--- src/rtl/multicycle_control_fsm.sv ---
// Main control FSM for the multicycle RV32 datapath.
// Steps lw/sw/addi/add/sub/and/or/beq and counts retired instructions.
module multicycle_control_fsm #(
  parameter int INSTRET_WIDTH   = 32,
  parameter bit HALT_ON_ILLEGAL = 1'b1
) (
  input  logic                     clk,
  input  logic                     reset,
  input  logic [6:0]               opcode,
  input  logic [2:0]               funct3,
  input  logic                     funct7_5,
  input  logic                     zero,
  output logic                     PCWrite,
  output logic                     IorD,
  output logic                     MemRead,
  output logic                     MemWrite,
  output logic                     IRWrite,
  output logic                     MemtoReg,
  output logic                     RegWrite,
  output logic                     ALUSrcA,
  output logic [1:0]               ALUSrcB,
  output logic                     PCSource,
  output logic [3:0]               ALUCtl,
  output logic [3:0]               state,
  output logic [INSTRET_WIDTH-1:0] instret,
  output logic                     halted
);

  typedef enum logic [3:0] {
    S_FETCH     = 4'd0,
    S_DECODE    = 4'd1,
    S_MEM_ADDR  = 4'd2,
    S_MEM_READ  = 4'd3,
    S_MEM_WB    = 4'd4,
    S_MEM_WRITE = 4'd5,
    S_EXEC_R    = 4'd6,
    S_EXEC_I    = 4'd7,
    S_ALU_WB    = 4'd8,
    S_BRANCH    = 4'd9,
    S_BR_NT     = 4'd10,
    S_HALT      = 4'd11
  } state_t;

  localparam logic [6:0] OP_R  = 7'b0110011;
  localparam logic [6:0] OP_I  = 7'b0010011;
  localparam logic [6:0] OP_LW = 7'b0000011;
  localparam logic [6:0] OP_SW = 7'b0100011;
  localparam logic [6:0] OP_BR = 7'b1100011;

  localparam logic [3:0] ALU_AND = 4'b0000;
  localparam logic [3:0] ALU_OR  = 4'b0001;
  localparam logic [3:0] ALU_ADD = 4'b0010;
  localparam logic [3:0] ALU_SUB = 4'b0110;

  state_t                   state_q, state_d;
  logic                     skip_q, skip_d;
  logic [INSTRET_WIDTH-1:0] instret_q, instret_d;
  logic                     is_r, is_addi, is_lw, is_sw, is_beq;
  logic                     retire, adv;
  logic [3:0]               alu_r;

  // Classify the latched instruction and pick the R-type ALU op
  always_comb begin
    is_r    = (opcode == OP_R) &&
              ((funct3 == 3'b000) || (funct3 == 3'b111) ||
               (funct3 == 3'b110));
    is_addi = (opcode == OP_I)  && (funct3 == 3'b000);
    is_lw   = (opcode == OP_LW) && (funct3 == 3'b010);
    is_sw   = (opcode == OP_SW) && (funct3 == 3'b010);
    is_beq  = (opcode == OP_BR) && (funct3 == 3'b000);
    alu_r   = ALU_ADD;
    unique case (1'b1)
      funct3 == 3'b111: alu_r = ALU_AND;
      funct3 == 3'b110: alu_r = ALU_OR;
      funct3 == 3'b000: alu_r = funct7_5 ? ALU_SUB : ALU_ADD;
      default:          alu_r = ALU_ADD;
    endcase
  end

  // Next state, datapath controls and retire strobe
  always_comb begin
    state_d  = state_q;
    skip_d   = skip_q;
    retire   = 1'b0;
    adv      = 1'b0;
    PCWrite  = 1'b0;
    IorD     = 1'b0;
    MemRead  = 1'b0;
    MemWrite = 1'b0;
    IRWrite  = 1'b0;
    MemtoReg = 1'b0;
    RegWrite = 1'b0;
    ALUSrcA  = 1'b0;
    ALUSrcB  = 2'b00;
    PCSource = 1'b0;
    ALUCtl   = ALU_ADD;
    halted   = 1'b0;
    unique case (state_q)
      S_FETCH: begin
        MemRead = 1'b1;
        IRWrite = 1'b1;
        skip_d  = 1'b0;
        state_d = S_DECODE;
      end
      S_DECODE: begin
        ALUSrcB = 2'b10;
        unique case (1'b1)
          is_lw, is_sw: state_d = S_MEM_ADDR;
          is_r:         state_d = S_EXEC_R;
          is_addi:      state_d = S_EXEC_I;
          is_beq:       state_d = S_BRANCH;
          default: begin
            if (HALT_ON_ILLEGAL) begin
              state_d = S_HALT;
            end else begin
              state_d = S_BR_NT;
              skip_d  = 1'b1;
            end
          end
        endcase
      end
      S_MEM_ADDR: begin
        ALUSrcA = 1'b1;
        ALUSrcB = 2'b10;
        state_d = is_lw ? S_MEM_READ : S_MEM_WRITE;
      end
      S_MEM_READ: begin
        IorD    = 1'b1;
        MemRead = 1'b1;
        state_d = S_MEM_WB;
      end
      S_MEM_WB: begin
        MemtoReg = 1'b1;
        RegWrite = 1'b1;
        adv      = 1'b1;
        retire   = 1'b1;
        state_d  = S_FETCH;
      end
      S_MEM_WRITE: begin
        IorD     = 1'b1;
        MemWrite = 1'b1;
        adv      = 1'b1;
        retire   = 1'b1;
        state_d  = S_FETCH;
      end
      S_EXEC_R: begin
        ALUSrcA = 1'b1;
        ALUCtl  = alu_r;
        state_d = S_ALU_WB;
      end
      S_EXEC_I: begin
        ALUSrcA = 1'b1;
        ALUSrcB = 2'b10;
        state_d = S_ALU_WB;
      end
      S_ALU_WB: begin
        RegWrite = 1'b1;
        adv      = 1'b1;
        retire   = 1'b1;
        state_d  = S_FETCH;
      end
      S_BRANCH: begin
        ALUSrcA  = 1'b1;
        ALUCtl   = ALU_SUB;
        PCSource = 1'b1;
        PCWrite  = zero;
        retire   = zero;
        state_d  = zero ? S_FETCH : S_BR_NT;
      end
      S_BR_NT: begin
        adv     = 1'b1;
        retire  = !skip_q;
        state_d = S_FETCH;
      end
      S_HALT: begin
        halted  = 1'b1;
      end
      default: state_d = S_FETCH;
    endcase
    if (adv) begin
      ALUSrcA  = 1'b0;
      ALUSrcB  = 2'b01;
      ALUCtl   = ALU_ADD;
      PCSource = 1'b0;
      PCWrite  = 1'b1;
    end
    if (reset) begin
      PCWrite  = 1'b0;
      MemRead  = 1'b0;
      MemWrite = 1'b0;
      IRWrite  = 1'b0;
      RegWrite = 1'b0;
    end
    instret_d = instret_q +
                {{(INSTRET_WIDTH-1){1'b0}}, retire};
  end

  // State, skip flag and retired counter registers
  always_ff @(posedge clk) begin
    if (reset) begin
      state_q   <= S_FETCH;
      skip_q    <= 1'b0;
      instret_q <= '0;
    end else begin
      state_q   <= state_d;
      skip_q    <= skip_d;
      instret_q <= instret_d;
    end
  end

  assign state   = state_q;
  assign instret = instret_q;

endmodule

--- config.mk ---
export PLATFORM = sky130hd
export DESIGN_NAME = multicycle_control_fsm
export DESIGN_NICKNAME = d
export VERILOG_FILES = /design/src/rtl/multicycle_control_fsm.sv
export SDC_FILE = /design/constraint.sdc
export NUM_CORES = 1
export LEC_CHECK = 0
export CAP_MARGIN = 40
export CORE_ASPECT_RATIO = 1.25
export CORE_MARGIN = 8
export CORE_UTILIZATION = 42
export CTS_BUF_LIST = sky130_fd_sc_hd__clkbuf_16
export DETAILED_ROUTE_END_ITERATION = 8
export PLACE_DENSITY = 0.76
export REMOVE_ABC_BUFFERS = 1
export SYNTH_ARGS = -nofsm -noshare
export SYNTH_HDL_FRONTEND = slang
export SYNTH_SLANG_ARGS = --single-unit
--- constraint.sdc ---
create_clock -name clk -period 2.9 [get_ports clk]
set_clock_uncertainty 0.2 [all_clocks]
set_input_delay 0.58 -clock clk [delete_from_list [all_inputs] [get_ports clk]]
set_output_delay 0.58 -clock clk [all_outputs]
set_load 0.02 [all_outputs]
Word level (Yosys, flattened, before mapping):

Index checks and enable logic that the tools add are counted.

* input port bits: 14
* logic and storage cells: 69
* register bits after elaboration: 36
* output and inout bits: 52

* add/subtract/negate cells: 1
* multiplexer cells: 30
* reductions and logical operators: 17
* equality and inequality tests: 19

Operators with widths (count)
* $add A32 B1 Y32: 1
* $pmux W4 S7: 1
* $mux W1: 19
* $eq A4 B3 Y1 const B: 4
* $eq A4 B4 Y1 const B: 4
* $pmux W4 S4: 1
* $eq A7 B6 Y1 const B: 2
* $reduce_or A2 Y1: 5
* $pmux W3 S3: 1
* $eq A4 B2 Y1 const B: 2
* $mux W4: 2
* $reduce_or A4 Y1: 2
* $eq A7 B2 Y1 const B: 1
* $eq A7 B5 Y1 const B: 1
* $eq A7 B7 Y1 const B: 1
* $eq A3 B3 Y1 const B: 2
* $mux W3: 2
* $pmux W3 S2: 1
* $logic_and A1 B1 Y1: 5
* $eq A4 B1 Y1 const B: 1
* $logic_not A4 Y1: 1
* $mux W2: 2
* $eq A3 B2 Y1 const B: 1
* $logic_not A3 Y1: 1
* other kinds (3): 4

Longest topological paths before layout:

Gate-level depths: netlist of the first run.

* depth after elaboration: 6
* mapped depth: 11

Worst setup path after synthesis of the first run:

OpenSTA, ideal clock, no wires.

* kind: reg2reg
* start: register state_q[3] (netlist: state[3])
* end: register instret_q[24] (netlist: instret[24])
* setup slack: -0.192 ns
* clock period less this slack: 3.092 ns
* stages on the path, launching flop included: 11
* arrival time: 2.768 ns
* buffers on the path: 2
* library setup time: 0.123 ns
* path through: dfxtp_1 -> clkbuf_1 -> nor3b_4 -> a21o_1 -> ha_1 -> ha_1 -> nand4_1 -> or2_1 -> buf_2 -> nor4_1 -> mux2_1

* longest elaborated chain between the ends: 4
* elaborated cells between the ends (all ways): 8

Ends and longest elaborated chain
* from (decl): RTL line 55 `state_t state_q, state_d;`
* from (signal assigned): RTL line 205 `state_q <= state_d;`
* $eq A4 B4 Y1 or $eq A4 B3 Y1 (tied branches): RTL line 98 `unique case (state_q)`
* $reduce_or A4 Y1 (no source line)
* $pmux W1 S2 (*): RTL line 98
* $add A32 B1 Y32 (*): RTL line 194 `instret_d = instret_q +`
* to (signal assigned): RTL line 207 `instret_q <= instret_d;`
* to (decl): RTL line 57 `logic [INSTRET_WIDTH-1:0] instret_q, instret_d;`

Every way passes the cells marked *; elsewhere a longest branch is shown, timed or not.
A chain may end at the register's enable or synchronous reset.

Final worst setup path of the first run:

* start: input reset
* end: output RegWrite

* longest elaborated chain between the ends: 1

Ends and longest elaborated chain
* from (decl): RTL line 8 `input logic reset,`
* $mux W1: RTL line 187 `if (reset) begin`
* to (decl): RTL line 19 `output logic RegWrite,`

No other way between the ends.

==> run summary, run 1 <==
CTS sink count -> 36
site row count -> 29
Worst setup SP type -> input port
Pwr per Cell Area -> 446 nW/µm²
nets@finish -> 355
number of synthesized flops with an enable pin -> 0
ys async rst share -> 0%
hold_buf cts -> 0
fillers -> 438
clk_lat worst skew -> 280 ps
max cap viols -> 0
Final Power -> 1410 µW
drt first-iter violations -> 111
Post-Place Worst Slack -> -211 ps
FF-to-FF path depth -> 9
Routed Wire Length -> 5800 µm
RSZ-0062 raised after global routing -> false
CTS tree -> built
Period minus WS final -> 2830 ps
Layout Utilization -> 62.9%
CP required -> 2120 ps
worst reg2reg path startpoint -> state[2]
CP arrival -> 2050 ps
vias -> 2188
Setup violations, final -> 0
io pins -> 66
CTS Buf Count -> 5
Final Hold Viols -> 0
most frequent cells in the layout -> clkdlybuf4s50_1 (59), dfxtp_1 (36), nor2_1 (28), buf_4 (23)
R2R Setup Slk -> 220 ps
Final WS setup -> 68.4 ps
Area contributors post-synth -> dfxtp_1 (34%), mux2_1 (5.3%), nor2_1 (4.9%)
area added between synthesis and finish -> 47.2%
RR Endpoint -> instret[24]
status -> finished, final reports clean
post-synthesis xor/xnor area fraction -> 4.91%
GRT Resource Usage Total -> 15.4%
clk root buf -> clkbuf_16
H-tree levels -> 2
Synth top area share -> 33.7%
main flop type after synthesis -> dfxtp_1
mux cell area share after synthesis -> 5.26%
Post-Syn Area -> 2140 µm²
DR WL/cell -> 14.5 µm
Post-Synthesis Cells -> 260
die width -> 79.8 µm
Final Max Tran Viols -> 0
largest net degree at the start of global routing -> 41
clk slew on worst S/H paths -> 60 ps
Synth cell types -> 53
sequential area share after synthesis -> 33.7%
worst min path class -> register to register
Detailed Place HPWL -> 4330 µm
synthesized flop and latch total -> 36
mean post-synth cell area -> 8.23 µm²
Port Buf Inserts -> 64
core footprint -> 5010 µm²
fmax -> 0.353 GHz
commonest non-fill, non-tap cell in the layout -> clkdlybuf4s50_1
Setup crit end kind -> output port
gpl congestion -> 0.853
largest family of logic cells by synthesized area -> simple AND/OR/NAND/NOR gates
Post-Synth Simple-Gate Area -> 36.0%
Ys Warns -> 0
CP endpoint -> RegWrite
die height -> 95.8 µm
Final ANT Viol Nets -> 0
initial antenna violation count -> 0
share of layout cells above drive strength 1 -> 13.3%
fin crit share -> 97.6%
P_leak -> 0.00116 µW
leading area contributor after synthesis -> dfxtp_1
DRT Pass-1 Iters -> 4
first-pass GRT wire length -> 9780 µm
Initial Util -> 42.7%
total gr overflow -> 0
ANT cells -> 0
Avg Vias per Cell -> 5.46
CTS Buffer Depth -> 2
Die Area -> 7650 µm²
Compound-Gate Fraction of Synth Area -> 13.2%
Adder-Cell Fraction of Synth Area -> 1.75%
maximum vdd drop -> 0.249 mV
kind of critical path -> input port to output port
number of global-route vias before repair -> 2211
# DRC -> 0
CP Launch Point -> reset
Critical Path Fanout Max -> 4
==> cells by family (layout without fill, tap and decap cells) <==
logic type | Yosys count | in the layout
other cells | 1 | 1
mux | 10 | 10
fa+ha+maj | 3 | 3
compound gates | 43 | 43
flops | 36 | 36
xor+xnor | 12 | 12
simple gates | 131 | 131
buf+inv | 24 | 103
==> area by class of cell <==
class / instances / area, µm² / share of cell area [%]
clock buffers: 5 / 125 / 3.97
flip-flops and latches: 36 / 721 / 22.9
inverters: 8 / 30.0 / 0.954
clock inverters: 3 / 42.5 / 1.35
well taps: 62 / 77.6 / 2.46
multi-input cells: 200 / 1330 / 42.3
repair buffers: 87 / 822 / 26.1
==> power by group <==
part           leakage, µW  total [µW]  switching (µW)  internal, µW
combinational     0.000788         278             145           133
sequential        0.000291         516            10.3           506
clock            0.0000798         611             208           403
==> routing by layer <==
metal | global-route usage [%] | routed length [µm] | vias up
li1 | - | - | 1102
met1 | 15.9 | 2310 | 1021
met2 | 28.0 | 2920 | 61
met3 | 6.17 | 521 | 4
met4 | 4.56 | 49 | 0
met5 | 0 | 0 | -
==> Yosys cell counts, types with 2 or more instances <==
cell type and number:
or3_1 5, o21a_1 2, xnor2_1 9, a211oi_1 2
and4_1 2, buf_1 2, nand2b_1 6, ha_1 3
mux2_1 10, nand2_1 16, o31ai_1 7, and3_1 5
nor2_1 28, dfxtp_1 36, nand3_1 9, buf_4 2
nand4_1 8, clkbuf_1 9, nor4_2 4, nor2b_1 12
nand3b_1 2, nor4_1 10, o21ai_1 3, buf_2 2
nor3_1 7, inv_1 7, xor2_1 3, a21oi_1 16
or4_1 9
==> critical path, stage by stage <==
cell and delay [ps]:
clkdlybuf4s50_1 460, buf_4 160, nor4_1 210, clkdlybuf4s50_1 650
==> state kept, by name, summed over array words and instances (netlist names) <==
signal / flops
state: 4
instret: 32
==> per-stage QoR <==
| step | TNS (ps) | instances | hold WS, ps | area, µm² |
|---|---|---|---|---|
| 2_1_floorplan | -2740 | 244 | 361 | 2060 |
| 3_3_place_gp | -685 | 393 | 291 | 2950 |
| 3_5_place_dp | -1890 | 393 | 302 | 2950 |
| 4_1_cts | 0 | 401 | 311 | 3120 |
| 5_1_grt | 0 | 401 | 357 | 3150 |
| 6_report | 0 | 401 | 318 | 3150 |
==> timing repair <==
item,in CTS,in global routing
resized for setup,2,7
hold endpoints to repair,0,0
endpoints found under the setup margin,2,10
buffers inserted,0,0
==> worst min-delay path by stage <==
stage / cells past startpoint / startpoint / slack [ps] / end
floorplan: 2 / instret[18] / 360 / instret[18]
global placement: 2 / instret[18] / 290 / instret[18]
detailed placement: 2 / instret[18] / 300 / instret[18]
CTS: 2 / instret[18] / 310 / instret[18]
global route: 2 / instret[16] / 360 / instret[16]
finish: 2 / instret[18] / 320 / instret[18]
(Power assumes the default switching activity.)
==> run 2: changes to the inputs <==
Settings changed: CORE_UTILIZATION 42 to 47, PLACE_DENSITY 0.76 to 0.8, TNS_END_PERCENT set to 10.
Clock period 2.9 ns to 2.75 ns, I/O delays scaled along.
==> run 2 against run 1 <==
Effect of this change:
- power decreased by 0.41%
- sequential share of layout area decreased by 0.42 points
- register-to-register slack got worse by 110 ps
- the flow now finishes with violations (design-rule violations)
- count of clock-buffer cells in the layout unchanged
- critical path depth unchanged
- combinational power increased by 9.4%
- non-clock buffer count increased by 4
- worst setup slack improved by 13 ps
- clock power decreased by 10%
- die area decreased by 8.7%
- first-iteration DRC count decreased by 2.7%
- sequential power increased by 6.2%
==> run summary, run 2 (synthesized netlist as in run 1, its figures left out) <==
area of the multi-input gates -> 1410 µm² (was 1330 µm²)
fmax -> 0.375 GHz
Final Hold Viols -> 0 (unchanged)
CP required -> 2000 ps (was 2120 ps)
kind of critical path -> register to output port (was input port to output port)
Setup crit end kind -> output port (unchanged)
max cap viols -> 0 (unchanged)
total gr overflow -> 0 (unchanged)
Period minus WS final -> 2670 ps
worst reg2reg path startpoint -> state[2] (unchanged)
fin crit share -> 97.0%
vias -> 2206 (was 2188)
core footprint -> 4390 µm² (was 5010 µm²)
Avg Vias per Cell -> 5.50 (was 5.46)
site row count -> 27 (was 29)
Worst Min Path Start -> instret[13] (was instret[18])
die width -> 76.3 µm (was 79.8 µm)
ANT cells -> 0 (unchanged)
final instance area -> 3220 µm² (was 3150 µm²)
family with the most delay on the worst path -> buffers and inverters (unchanged)
Hold Path End -> instret[13] (was instret[18])
clk_lat worst skew -> 280 ps (about the same)
clk root buf -> clkbuf_16 (unchanged)
nets@finish -> 359 (was 355)
Critical Path Fanout Max -> 9 (was 4)
Die Area -> 6980 µm² (was 7650 µm²)
P_leak -> 0.00120 µW (was 0.00116 µW)
area added between synthesis and finish -> 50.7% (was 47.2%)
dpl cells -> 393 (unchanged)
failing checks -> design-rule violations
H-tree levels -> 2 (unchanged)
most frequent cells in the layout -> clkdlybuf4s50_1 (57), dfxtp_1 (33), nor2_1 (28), buf_4 (26), nand2_1 (16) (was clkdlybuf4s50_1 (59), dfxtp_1 (36), nor2_1 (28), buf_4 (23))
gpl congestion -> 0.832 (was 0.853)
Routed Wire Length -> 5850 µm (was 5800 µm)
slowest CP cell -> clkdlybuf4s50_1 (unchanged)
crit-path max cell delay -> 600 ps (was 650 ps)
DRT Pass-1 Iters -> 6 (was 4)
R2R Setup Slk -> 110 ps (was 220 ps)
maximum vdd drop -> 0.247 mV (was 0.249 mV)
Final Max Tran Viols -> 0 (unchanged)
GRT Resource Usage Total -> 16.5% (was 15.4%)
worst min path class -> register to register (unchanged)
die height -> 91.4 µm (was 95.8 µm)
CTS sink count -> 36 (unchanged)
CP arrival -> 1920 ps (was 2050 ps)
placed inst area -> 2990 µm² (was 2950 µm²)
status -> complete, but fails checks (was finished, final reports clean)
RR Endpoint -> instret[19] (was instret[24])
CTS Buffer Depth -> 2 (unchanged)
CP Depth -> 4 (unchanged)
post-CTS setup buffers -> 0 (unchanged)
final non-filler cell total -> 401 (unchanged)
cells along the critical path -> buf_4, or3_1, nor2_1, clkdlybuf4s50_1 (was clkdlybuf4s50_1, buf_4, nor4_1, clkdlybuf4s50_1)
Detailed Place HPWL -> 4360 µm (was 4330 µm)
Initial Util -> 48.7% (was 42.7%)
io pins -> 66 (unchanged)
Pwr per Cell Area -> 434 nW/µm² (was 446 nW/µm²)
first-pass GRT wire length -> 9960 µm (was 9780 µm)
CP bufs+invs -> 2 (was 3)
drt first-iter violations -> 108 (was 111)
clk slew on worst S/H paths -> 60 ps (about the same)
FF+latch area -> 724 µm² (was 721 µm²)
Final ANT Viol Nets -> 0 (unchanged)
fillers -> 315 (was 438)
max FFs per register -> 32 (unchanged)
share of layout cells above drive strength 1 -> 18.4% (was 13.3%)
# DRC -> 1 (was 0)
Port Buf Inserts -> 64 (unchanged)
initial antenna violation count -> 0 (unchanged)
RSZ-0062 raised after global routing -> true (was false)
commonest non-fill, non-tap cell in the layout -> clkdlybuf4s50_1 (unchanged)
hold depth -> 2 (unchanged)
hold_buf cts -> 0 (unchanged)
CTS tree -> built (unchanged)
Setup violations, final -> 0 (unchanged)
largest net degree at the start of global routing -> 43 (was 41)
Worst setup SP type -> register (was input port)
number of global-route vias before repair -> 2213 (was 2211)
CTS Buf Count -> 5 (unchanged)
FF-to-FF path depth -> 10 (was 9)
DR WL/cell -> 14.6 µm (was 14.5 µm)
==> run 2: cell types whose count changed in the layout (fill, tap and decap cells not counted), sizes merged <==
cell and change:
buf +5, dlygate4sd2 +4, dlymetal6s2s -3, clkdlybuf4s50 -2, clkinv +2, bufinv -1, clkinvlp -1
==> run 2: stage by stage <==
| stage | worst slack, ps | total power (µW) | hold WS (ps) | TNS, ps | util, % |
|---|---|---|---|---|---|
| final | 81.1 | 1400 | 310 | 0 | 73.4 |
| after global routing | -4.36 | 1450 | 351 | -8.95 | 73.4 |
| after CTS | -2.67 | 1400 | 315 | -2.67 | 71.4 |
| after detailed placement | -261 | 862 | 306 | -3410 | 68.0 |
| after global placement | -176 | 860 | 292 | -2280 | 68.0 |
| after floorplan | -465 | 700 | 361 | -5530 | - |
==> run 2: worst min-delay path, cell delays in order (launching register included) <==
cell and delay [ps]:
dfxtp_1 320, o21ai_1 80, a21oi_1 60
==> run 2: what timing repair did <==
item	4_1_cts	5_1_grt
pin swaps	0	4
gates resized for setup	7	19
setup endpoints to repair	7	20
==> run 2: report_power, final <==
part	switching, µW	leakage, µW	internal (µW)
Clock	213	0.0000736	333
Combinational	155	0.000834	149
Sequential	13.8	0.000292	534
Total	382	0.00120	1020
==> run 2: worst max path at each step <==
stage	start	end
CTS	state[2]	instret[22]
global route	state[2]	instret[25]
detailed placement	zero	instret[22]
finish	state[3]	MemRead
global placement	zero	instret[30]
floorplan	state[0]	instret[22]
==> run 2: layout make-up <==
type	instances	area share [%]
inverters	8	0.931
clock buffers	5	3.88
clock inverters	3	0.582
multi-input cells	200	43.6
flip-flops and latches	36	22.5
well taps	58	2.25
repair buffers	91	26.3
==> run 2: layer usage <==
metal	wire [µm]	up-vias	track usage, %
met5	0	-	0
met1	2420	1019	17.4
met2	2860	65	29.0
met3	439	11	6.90
li1	-	1111	-
met4	130	0	5.31
==> run 3: changes to the inputs <==
Settings changed: CORE_UTILIZATION 47 to 35, PLACE_DENSITY 0.8 to 0.63.
==> run 3 against run 2 <==
Effect of this change:
- the flow now finishes without violations
- clock power shrank 2%
- via count grew 0.77%
- final cell count grew 7.7%
- critical path type unchanged
- critical endpoint unchanged
==> run summary, run 3 (synthesized netlist as in run 1, its figures left out) <==
CTS Buf Count -> 5 (unchanged)
CP arrival -> 1940 ps (was 1920 ps)
drt first-iter violations -> 96 (was 108)
initial antenna violation count -> 0 (unchanged)
CTS tree -> built (unchanged)
CP required -> 2000 ps (about the same)
Setup violations, final -> 0 (unchanged)
Final Max Tran Viols -> 0 (unchanged)
setup TNS -> 0 ps (unchanged)
GRT Resource Usage Total -> 13.4% (was 16.5%)
DRT Pass-1 Iters -> 4 (was 6)
io pins -> 66 (unchanged)
vias -> 2223 (was 2206)
Die Area -> 8890 µm² (was 6980 µm²)
hold_buf cts -> 0 (unchanged)
Period minus WS final -> 2690 ps (was 2670 ps)
die height -> 103 µm (was 91.4 µm)
Detailed Place HPWL -> 4520 µm (was 4360 µm)
# DRC -> 0 (was 1)
Final Hold Viols -> 0 (unchanged)
number of global-route vias before repair -> 2148 (was 2213)
share of layout cells above drive strength 1 -> 17.0% (was 18.4%)
nets@finish -> 363 (was 359)
site row count -> 32 (was 27)
clk slew on worst S/H paths -> 60 ps (about the same)
Port Buf Inserts -> 64 (unchanged)
Final Power -> 1390 µW (was 1400 µW)
maximum vdd drop -> 0.215 mV (was 0.247 mV)
Avg Vias per Cell -> 5.15 (was 5.50)
Pwr per Cell Area -> 431 nW/µm² (was 434 nW/µm²)
largest net degree at the start of global routing -> 27 (was 43)
core footprint -> 6050 µm² (was 4390 µm²)
fillers -> 565 (was 315)
gpl congestion -> 0.868 (was 0.832)
R2R Setup Slk -> 100 ps (was 110 ps)
P_leak -> 0.00117 µW (was 0.00120 µW)
kind of critical path -> register to output port (unchanged)
clk root buf -> clkbuf_16 (unchanged)
Layout Utilization -> 53.4% (was 73.4%)
Critical Path Fanout Max -> 12 (was 9)
Setup crit end kind -> output port (unchanged)
worst min path class -> register to register (unchanged)
Routed Wire Length -> 5890 µm (was 5850 µm)
clk_lat worst skew -> 280 ps (about the same)
max cap viols -> 0 (unchanged)
total gr overflow -> 0 (unchanged)
RSZ-0062 raised after global routing -> true (unchanged)
fin crit share -> 97.9% (was 97.0%)
final hold slack -> 317 ps (was 310 ps)
H-tree levels -> 2 (unchanged)
status -> finished, final reports clean (was complete, but fails checks)
DR WL/cell -> 13.6 µm (was 14.6 µm)
CTS sink count -> 36 (unchanged)
commonest non-fill, non-tap cell in the layout -> clkdlybuf4s50_1 (unchanged)
max FFs per register -> 32 (unchanged)
CTS Buffer Depth -> 2 (unchanged)
fmax -> 0.372 GHz (was 0.375 GHz)
area added between synthesis and finish -> 50.9% (was 50.7%)
Final ANT Viol Nets -> 0 (unchanged)
dpl cells -> 423 (was 393)
Initial Util -> 35.4% (was 48.7%)
ANT cells -> 0 (unchanged)
Worst setup SP type -> register (unchanged)
most frequent cells in the layout -> clkdlybuf4s50_1 (58), dfxtp_1 (36), buf_4 (30), nor2_1 (28), nand2_1 (16) (was clkdlybuf4s50_1 (57), dfxtp_1 (33), nor2_1 (28), buf_4 (26), nand2_1 (16))
final non-filler cell total -> 432 (was 401)
die width -> 85.9 µm (was 76.3 µm)
first-pass GRT wire length -> 9750 µm (was 9960 µm)
-- run 3: cell count changes in the layout (fill, tap and decap cells not counted), sizes merged --
cell           before  now
clkdlybuf4s50      57   58
dlymetal6s2s        1    0
buf                28   32
-- run 3: cell type report --
cell class	count	area [µm²]	area share, %
Clock buffer	5	125	3.87
Sequential cell	36	721	22.3
Timing Repair Buffer	95	866	26.8
Multi-Input combinational cell	200	1370	42.3
Tap cell	85	106	3.29
Inverter	8	30.0	0.930
Clock inverter	3	13.8	0.426
-- run 3: critical path, stage by stage (launching register included) --
cell	delay [ps]
dfxtp_1	350
buf_4	200
or3_1	410
nor2_1	110
clkdlybuf4s50_1	600
-- run 3: metrics by stage --
stage          cell area, µm²  worst slack, ps
3_3_place_gp             3030             -205
5_1_grt                  3230            -21.2
3_5_place_dp             3030             -250
6_report                 3230             59.0
4_1_cts                  3170             21.4
2_1_floorplan            2060             -465
-- run 3: repair_timing --
item | CTS | global route
hold endpoints to repair | 0 | 0
pin swaps | 0 | 3
resized for setup | 7 | 10
setup endpoints to repair | 6 | 18
buffers inserted | 0 | 1
-- run 3: final timing paths --
check,cells after the start,end,from
max,4,MemRead,state[3]
min,2,instret[16],instret[16]
max reg2reg,10,instret[27],state[1]
min reg2reg,2,instret[16],instret[16]
-- run 3: power breakdown --
| part | leakage, µW | switching, µW | internal [µW] |
|---|---|---|---|
| registers | 0.000291 | 14.8 | 533 |
| logic | 0.000804 | 158 | 151 |
| clock network | 0.0000710 | 206 | 329 |
-- run 3: layer usage --
layer  vias to the layer above  share of wire [%]  wire (µm)  track usage (%)
met5                         -                  0          0                0
met2                        57                 48       2830             24.0
li1                       1121                  -          -                -
met4                         0                1.1         64             4.32
met1                      1038                 42       2480             13.9
met3                         7                8.7        513             5.30
